===== config.mk =====
export PLATFORM = sky130hd
export DESIGN_NAME = mem_stage
export DESIGN_NICKNAME = d
export VERILOG_FILES = /design/src/rtl/mem_stage.sv
export SDC_FILE = /design/constraint.sdc
export NUM_CORES = 1
export LEC_CHECK = 0
export ABC_AREA = 1
export CORE_UTILIZATION = 49
export CTS_CLUSTER_DIAMETER = 100
export DETAILED_ROUTE_END_ITERATION = 7
export GPL_TIMING_DRIVEN = 0
export PLACE_DENSITY = 0.81
export SYNTH_ARGS = -nofsm -noshare
export SYNTH_HDL_FRONTEND = slang
export SYNTH_SLANG_ARGS = --single-unit

===== constraint.sdc =====
create_clock -name clk -period 2.5 [get_ports clk]
set_clock_uncertainty 0.05 [all_clocks]
set_input_delay 0.5 -clock clk [delete_from_list [all_inputs] [get_ports clk]]
set_output_delay 0.5 -clock clk [all_outputs]
set_load 0.02 [all_outputs]

===== src/rtl/mem_stage.sv =====
// -----------------------------------------------------------------------------
// mem_stage
//   Memory-access stage of a 5-stage RV32I pipeline. It sits directly in front
//   of the MM/WB pipeline register.
//   - Non-memory instructions: the EX result passes straight through, with no
//     register in the path.
//   - Loads and stores: the access runs one byte at a time over an 8-bit memory
//     port. stall_req holds the rest of the pipeline until the result is ready.
//   - Load bytes are assembled little-endian and then sign- or zero-extended.
//
// Ports
//   clk, rst                  clock; synchronous active-high reset
//   ex_we/ex_wa/ex_wn         EX result: rd write enable, rd index, ALU value
//                             (ex_wn is the byte address for loads and stores)
//   ex_memen/ex_memwr         load/store instruction; 1 = store
//   ex_memop                  funct3 (B/H/W/BU/HU)
//   ex_sdata                  store data (rs2)
//   mm_we/mm_wa/mm_wn         writeback triple presented to MM/WB
//   stall_req                 freeze upstream registers and MM/WB this cycle
//   mem_req/mem_rw/mem_addr/mem_wdata   byte request to memory
//   mem_ack/mem_rdata         request accepted; read byte is valid with ack
// -----------------------------------------------------------------------------
module mem_stage #(
    parameter int ADDR_W = 32
) (
    input  logic              clk,
    input  logic              rst,
    input  logic              ex_we,
    input  logic [4:0]        ex_wa,
    input  logic [31:0]       ex_wn,
    input  logic              ex_memen,
    input  logic              ex_memwr,
    input  logic [2:0]        ex_memop,
    input  logic [31:0]       ex_sdata,
    output logic              mm_we,
    output logic [4:0]        mm_wa,
    output logic [31:0]       mm_wn,
    output logic              stall_req,
    output logic              mem_req,
    output logic              mem_rw,
    output logic [ADDR_W-1:0] mem_addr,
    output logic [7:0]        mem_wdata,
    input  logic              mem_ack,
    input  logic [7:0]        mem_rdata
);

    typedef enum logic [1:0] {
        IDLE   = 2'd0,
        ACCESS = 2'd1,
        DONE   = 2'd2
    } state_t;

    state_t      state_q, state_d;
    logic [1:0]  cnt_q, cnt_d;
    logic [31:0] base_q, base_d;
    logic [2:0]  op_q, op_d;
    logic        rw_q, rw_d;
    logic [31:0] sdata_q, sdata_d;
    logic        we_q, we_d;
    logic [4:0]  wa_q, wa_d;
    logic [31:0] rbuf_q, rbuf_d;

    logic [31:0] addr_full;
    logic        last_byte;

    // Extend the assembled load bytes according to funct3. Any size encoding
    // other than B (x00) or H (x01) is a full word, so no extension applies.
    function automatic logic [31:0] load_ext(input logic [2:0] op, input logic [31:0] rb);
        logic [31:0] r;
        case (op[1:0])
            2'b00:   r = op[2] ? {24'd0, rb[7:0]}  : {{24{rb[7]}}, rb[7:0]};
            2'b01:   r = op[2] ? {16'd0, rb[15:0]} : {{16{rb[15]}}, rb[15:0]};
            default: r = rb;
        endcase
        return r;
    endfunction

    // The byte address wraps modulo 2^32. Only the low ADDR_W bits are driven.
    assign addr_full = base_q + {30'd0, cnt_q};

    // This is the final byte of the access: 1, 2 or 4 bytes, chosen by funct3[1:0].
    always_comb begin
        case (op_q[1:0])
            2'b00:   last_byte = (cnt_q == 2'd0);
            2'b01:   last_byte = (cnt_q == 2'd1);
            default: last_byte = (cnt_q == 2'd3);
        endcase
    end

    always_ff @(posedge clk) begin
        if (rst) begin
            state_q <= IDLE;
            cnt_q   <= 2'd0;
            base_q  <= 32'd0;
            op_q    <= 3'd0;
            rw_q    <= 1'b0;
            sdata_q <= 32'd0;
            we_q    <= 1'b0;
            wa_q    <= 5'd0;
            rbuf_q  <= 32'd0;
        end else begin
            state_q <= state_d;
            cnt_q   <= cnt_d;
            base_q  <= base_d;
            op_q    <= op_d;
            rw_q    <= rw_d;
            sdata_q <= sdata_d;
            we_q    <= we_d;
            wa_q    <= wa_d;
            rbuf_q  <= rbuf_d;
        end
    end

    always_comb begin
        state_d   = state_q;
        cnt_d     = cnt_q;
        base_d    = base_q;
        op_d      = op_q;
        rw_d      = rw_q;
        sdata_d   = sdata_q;
        we_d      = we_q;
        wa_d      = wa_q;
        rbuf_d    = rbuf_q;

        mm_we     = 1'b0;
        mm_wa     = 5'd0;
        mm_wn     = 32'd0;
        stall_req = 1'b0;
        mem_req   = 1'b0;
        mem_rw    = 1'b0;
        mem_addr  = '0;
        mem_wdata = 8'd0;

        case (state_q)
            IDLE: begin
                if (ex_memen) begin
                    stall_req = 1'b1;
                    base_d    = ex_wn;
                    op_d      = ex_memop;
                    rw_d      = ex_memwr;
                    sdata_d   = ex_sdata;
                    we_d      = ex_we;
                    wa_d      = ex_wa;
                    cnt_d     = 2'd0;
                    rbuf_d    = 32'd0;
                    state_d   = ACCESS;
                end else begin
                    mm_we = ex_we;
                    mm_wa = ex_wa;
                    mm_wn = ex_wn;
                end
            end
            ACCESS: begin
                stall_req = 1'b1;
                mem_req   = 1'b1;
                mem_rw    = rw_q;
                mem_addr  = addr_full[ADDR_W-1:0];
                mem_wdata = sdata_q[{cnt_q, 3'b000} +: 8];
                if (mem_ack) begin
                    if (!rw_q)
                        rbuf_d[{cnt_q, 3'b000} +: 8] = mem_rdata;
                    if (last_byte)
                        state_d = DONE;
                    else
                        cnt_d = cnt_q + 2'd1;
                end
            end
            DONE: begin
                // A store never writes rd, even if ex_we was set with it.
                mm_we   = we_q & ~rw_q;
                mm_wa   = wa_q;
                mm_wn   = rw_q ? 32'd0 : load_ext(op_q, rbuf_q);
                state_d = IDLE;
            end
            default: state_d = IDLE;
        endcase

        // While reset is held, every output is quiet, including the passthrough path.
        if (rst) begin
            mm_we     = 1'b0;
            mm_wa     = 5'd0;
            mm_wn     = 32'd0;
            stall_req = 1'b0;
            mem_req   = 1'b0;
            mem_rw    = 1'b0;
            mem_addr  = '0;
            mem_wdata = 8'd0;
        end
    end

endmodule


==> flow_metrics.py <==
metrics = {
    "die": {
        "start_util": 0.508,
        "dieArea_um2": 13100,
        "die_h_um": 114,
        "rows": 40,
        "core_um2": 12200,
        "die_x_um": 114,
        "num_io_pins": 167,
    },
    "clocking": {
        "h-tree-depth": 3,
        "cts_tree": "done",
        "numCtsBuffers": 9,
        "clock_latency_ns": 0.36,
        "cts_sinks": 110,
        "clk_path_buf_depth": 2,
        "clk_pin_slew_worst_paths_ns": 0.07,
        "root_buffer": "clkbuf_16",
    },
    "sta": {
        "worst_pin_slew_ns": 0.657,
        "finalSetupTns_ns": -1.17,
        "rsz0062_at_grt": "true",
        "final_hold_viol_count": 0,
        "fin_ws_ns": -0.183,
        "period_minus_slack_ns": 2.68,
        "setup_violations": 21,
        "fmax_mhz": 373,
        "finalCritPeriodShare": 1.07,
        "slew_headroom": 0.562,
        "slew_violations": 0,
    },
    "run_status": {
        "outcome": "complete, but fails checks",
        "violations": "setup timing",
    },
    "worst_hold_path": {
        "hp-class": "reg -> reg",
    },
    "global_route": {
        "grt_pass1_vias": 6731,
        "gr-total-overflow": 0,
        "grt_pass1_wl_um": 34800,
        "antenna_found_initial": 0,
        "track_usage": 0.352,
        "grt_max_degree": 20,
    },
    "power_and_ir_drop": {
        "netSwitchingFraction": 0.363,
        "clkPwrFrac": 0.269,
        "combPwrFrac": 0.316,
        "seq_power_share": 0.416,
        "p_sw_mw": 1.95,
        "internal_power_mw": 3.42,
        "p_leak_nw": 3.65,
        "power_density_nw_per_um2": 619,
        "ir_drop_v": 0.000444,
    },
    "placement": {
        "place_congestion": 1.00,
        "hpwl_um": 17500,
        "pre_cts_slack_ns": -0.856,
        "io_buffers": 165,
    },
    "cells_and_area": {
        "register_area_um2": 2220,
        "utilization": 0.714,
        "fill_cells": 1117,
        "syn_to_final_growth_pct": 40.5,
        "layout-drive-gt1-share": 0.175,
        "nets": 1308,
        "diodes": 0,
        "multiInputGateArea_um2": 3820,
    },
    "drt": {
        "drtPass1Iterations": 6,
        "drt-initial-drc-count": 676,
        "drt-total-wl_um": 22600,
        "dr_total_vias": 7407,
        "postRouteAntennaNets": 0,
        "viasPerCell": 5.34,
        "routedWlPerCell_um": 16.3,
        "drc": 0,
    },
    "job": {
        "cap_violations": 0,
    },
    "logic_synthesis": {
        "syn_inst": 1019,
        "synth_edf_count": 0,
        "syn_nets": 1112,
        "yosysWarnings": 0,
        "netlist_area_um2": 6180,
        "yosys_most_used_dff": "dfxtp_1",
        "yosysSeqAreaShare": 0.356,
        "synth_area_leader_cell": "dfxtp_1",
        "yosysMostFrequentCell": "nor2_1",
        "synth_seq_cells": 110,
        "async_reset_ff_frac": 0,
        "ys_top_cells_by_area": "dfxtp_1 (36%), nor2_1 (19%), o21ai_0 (11%)",
        "yosys-top-cells-count": "nor2_1 (312), nand2_1 (165), o21ai_0 (141)",
        "ys_types": 31,
        "syn_area_per_cell_um2": 6.06,
        "synth_top_area_share": 0.356,
    },
    "setup_path": {
        "arrival_ns": 2.13,
        "cp_data_required_time_ns": 1.95,
        "cp-end-kind": "primary output",
        "critPathMaxFanout": 6,
        "crit_type": "reg -> out",
        "critPathLaunchType": "register",
    },
}
area by class of cell:
type / instances / area share
Inverter: 72 / 0.0324
Multi-Input combinational cell: 787 / 0.441
Sequential cell: 110 / 0.256
Timing Repair Buffer: 187 / 0.183
Buffer: 48 / 0.0297
Tap cell: 168 / 0.0242
Clock buffer: 10 / 0.0264
Clock inverter: 6 / 0.00721
registers in the layout (all words and copies together) (netlist names):
register  flops
sdata_q      32
wa_q          5
we_q          1
base_q       32
rw_q          1
op_q          3
rbuf_q       32
state_q       2
cnt_q         2
layer usage:
layer	part of all wire	GRT usage	vias to the layer above	wire length, um
li1	-	-	3697	-
met1	0.43	0.461	3326	9710
met2	0.46	0.571	335	10400
met3	0.081	0.0646	49	1820
met4	0.030	0.141	0	683
met5	0	0	-	0
power groups by stage:
stage                     registers [mW]  clock network [mW]  logic [mW]
after floorplan                     2.16                   0        1.04
after CTS                           2.21                1.44        1.64
after global placement              2.24                   0        1.59
after global routing                2.26                1.51        1.89
final                               2.23                1.44        1.69
after detailed placement            2.25                   0        1.61
critical path, cell delays in order, from the launching register on:
cell and delay [ns]:
dfxtp_4 0.38, ha_4 0.17, fa_2 0.42, nand2_4 0.11, nor2_4 0.05, nand2_4 0.09
nor2_4 0.06, buf_6 0.12, buf_6 0.11, a21oi_4 0.14, buf_6 0.13
per-stage QoR:
step / hold WS, ns / area, um^2 / total power, mW / std cells
floorplan: 0.399 / 6180 / 3.21 / 1019
global placement: 0.408 / 8040 / 3.83 / 1352
detailed placement: 0.419 / 8040 / 3.86 / 1352
CTS: 0.427 / 8480 / 5.29 / 1383
global route: 0.447 / 8680 / 5.66 / 1388
finish: 0.434 / 8680 / 5.37 / 1388
path summary, 6_finish.rpt:
check / startpoint / to / slack, ns / cells past startpoint
min reg2reg: sdata_q[14]$_SDFFE_PP0P_ / sdata_q[14]$_SDFFE_PP0P_ / 0.43 / 2
max reg2reg: cnt_q[0]$_SDFFE_PP0P_ / rbuf_q[6]$_SDFFE_PP0P_ / 0.21 / 9
min: sdata_q[14]$_SDFFE_PP0P_ / sdata_q[14]$_SDFFE_PP0P_ / 0.43 / 2
max: cnt_q[0]$_SDFFE_PP0P_ / mem_addr[10] / -0.18 / 10
layout by cell type (no fill, tap or decap), drive strengths merged:
| cell type | n |
|---|---|
| a21oi | 81 |
| a22oi | 14 |
| a31oi | 1 |
| and3 | 1 |
| buf | 93 |
| bufinv | 1 |
| clkbuf | 55 |
| clkdlybuf4s15 | 10 |
| clkdlybuf4s50 | 84 |
| clkinv | 7 |
| dfxtp | 110 |
| dlygate4sd2 | 3 |
| fa | 1 |
| ha | 6 |
| inv | 70 |
| nand2 | 167 |
| nand3 | 37 |
| nand4 | 5 |
| nor2 | 318 |
| nor3 | 2 |
| nor3b | 1 |
| nor4 | 1 |
| o211a | 1 |
| o21ai | 151 |
what timing repair did:
action                                  CTS  global route
resized for setup                       342           117
buffers inserted                         16             5
endpoints found under the setup margin  113            88
gates cloned                              1             1
pin swaps                                14            23
hold buffers                              0             0
cells by family (layout without fill, tap and decap cells):
logic type	Yosys count	count (layout)	share of synthesized area
AND/OR/NAND/NOR	531	532	0.340
flip-flops	110	110	0.356
adder cells (fa/ha/maj)	7	7	0.0154
buffers and inverters	123	323	0.0796
AO/OA/AOI/OAI	248	248	0.208
No activity file was read; power rests on OpenSTA's default activity.
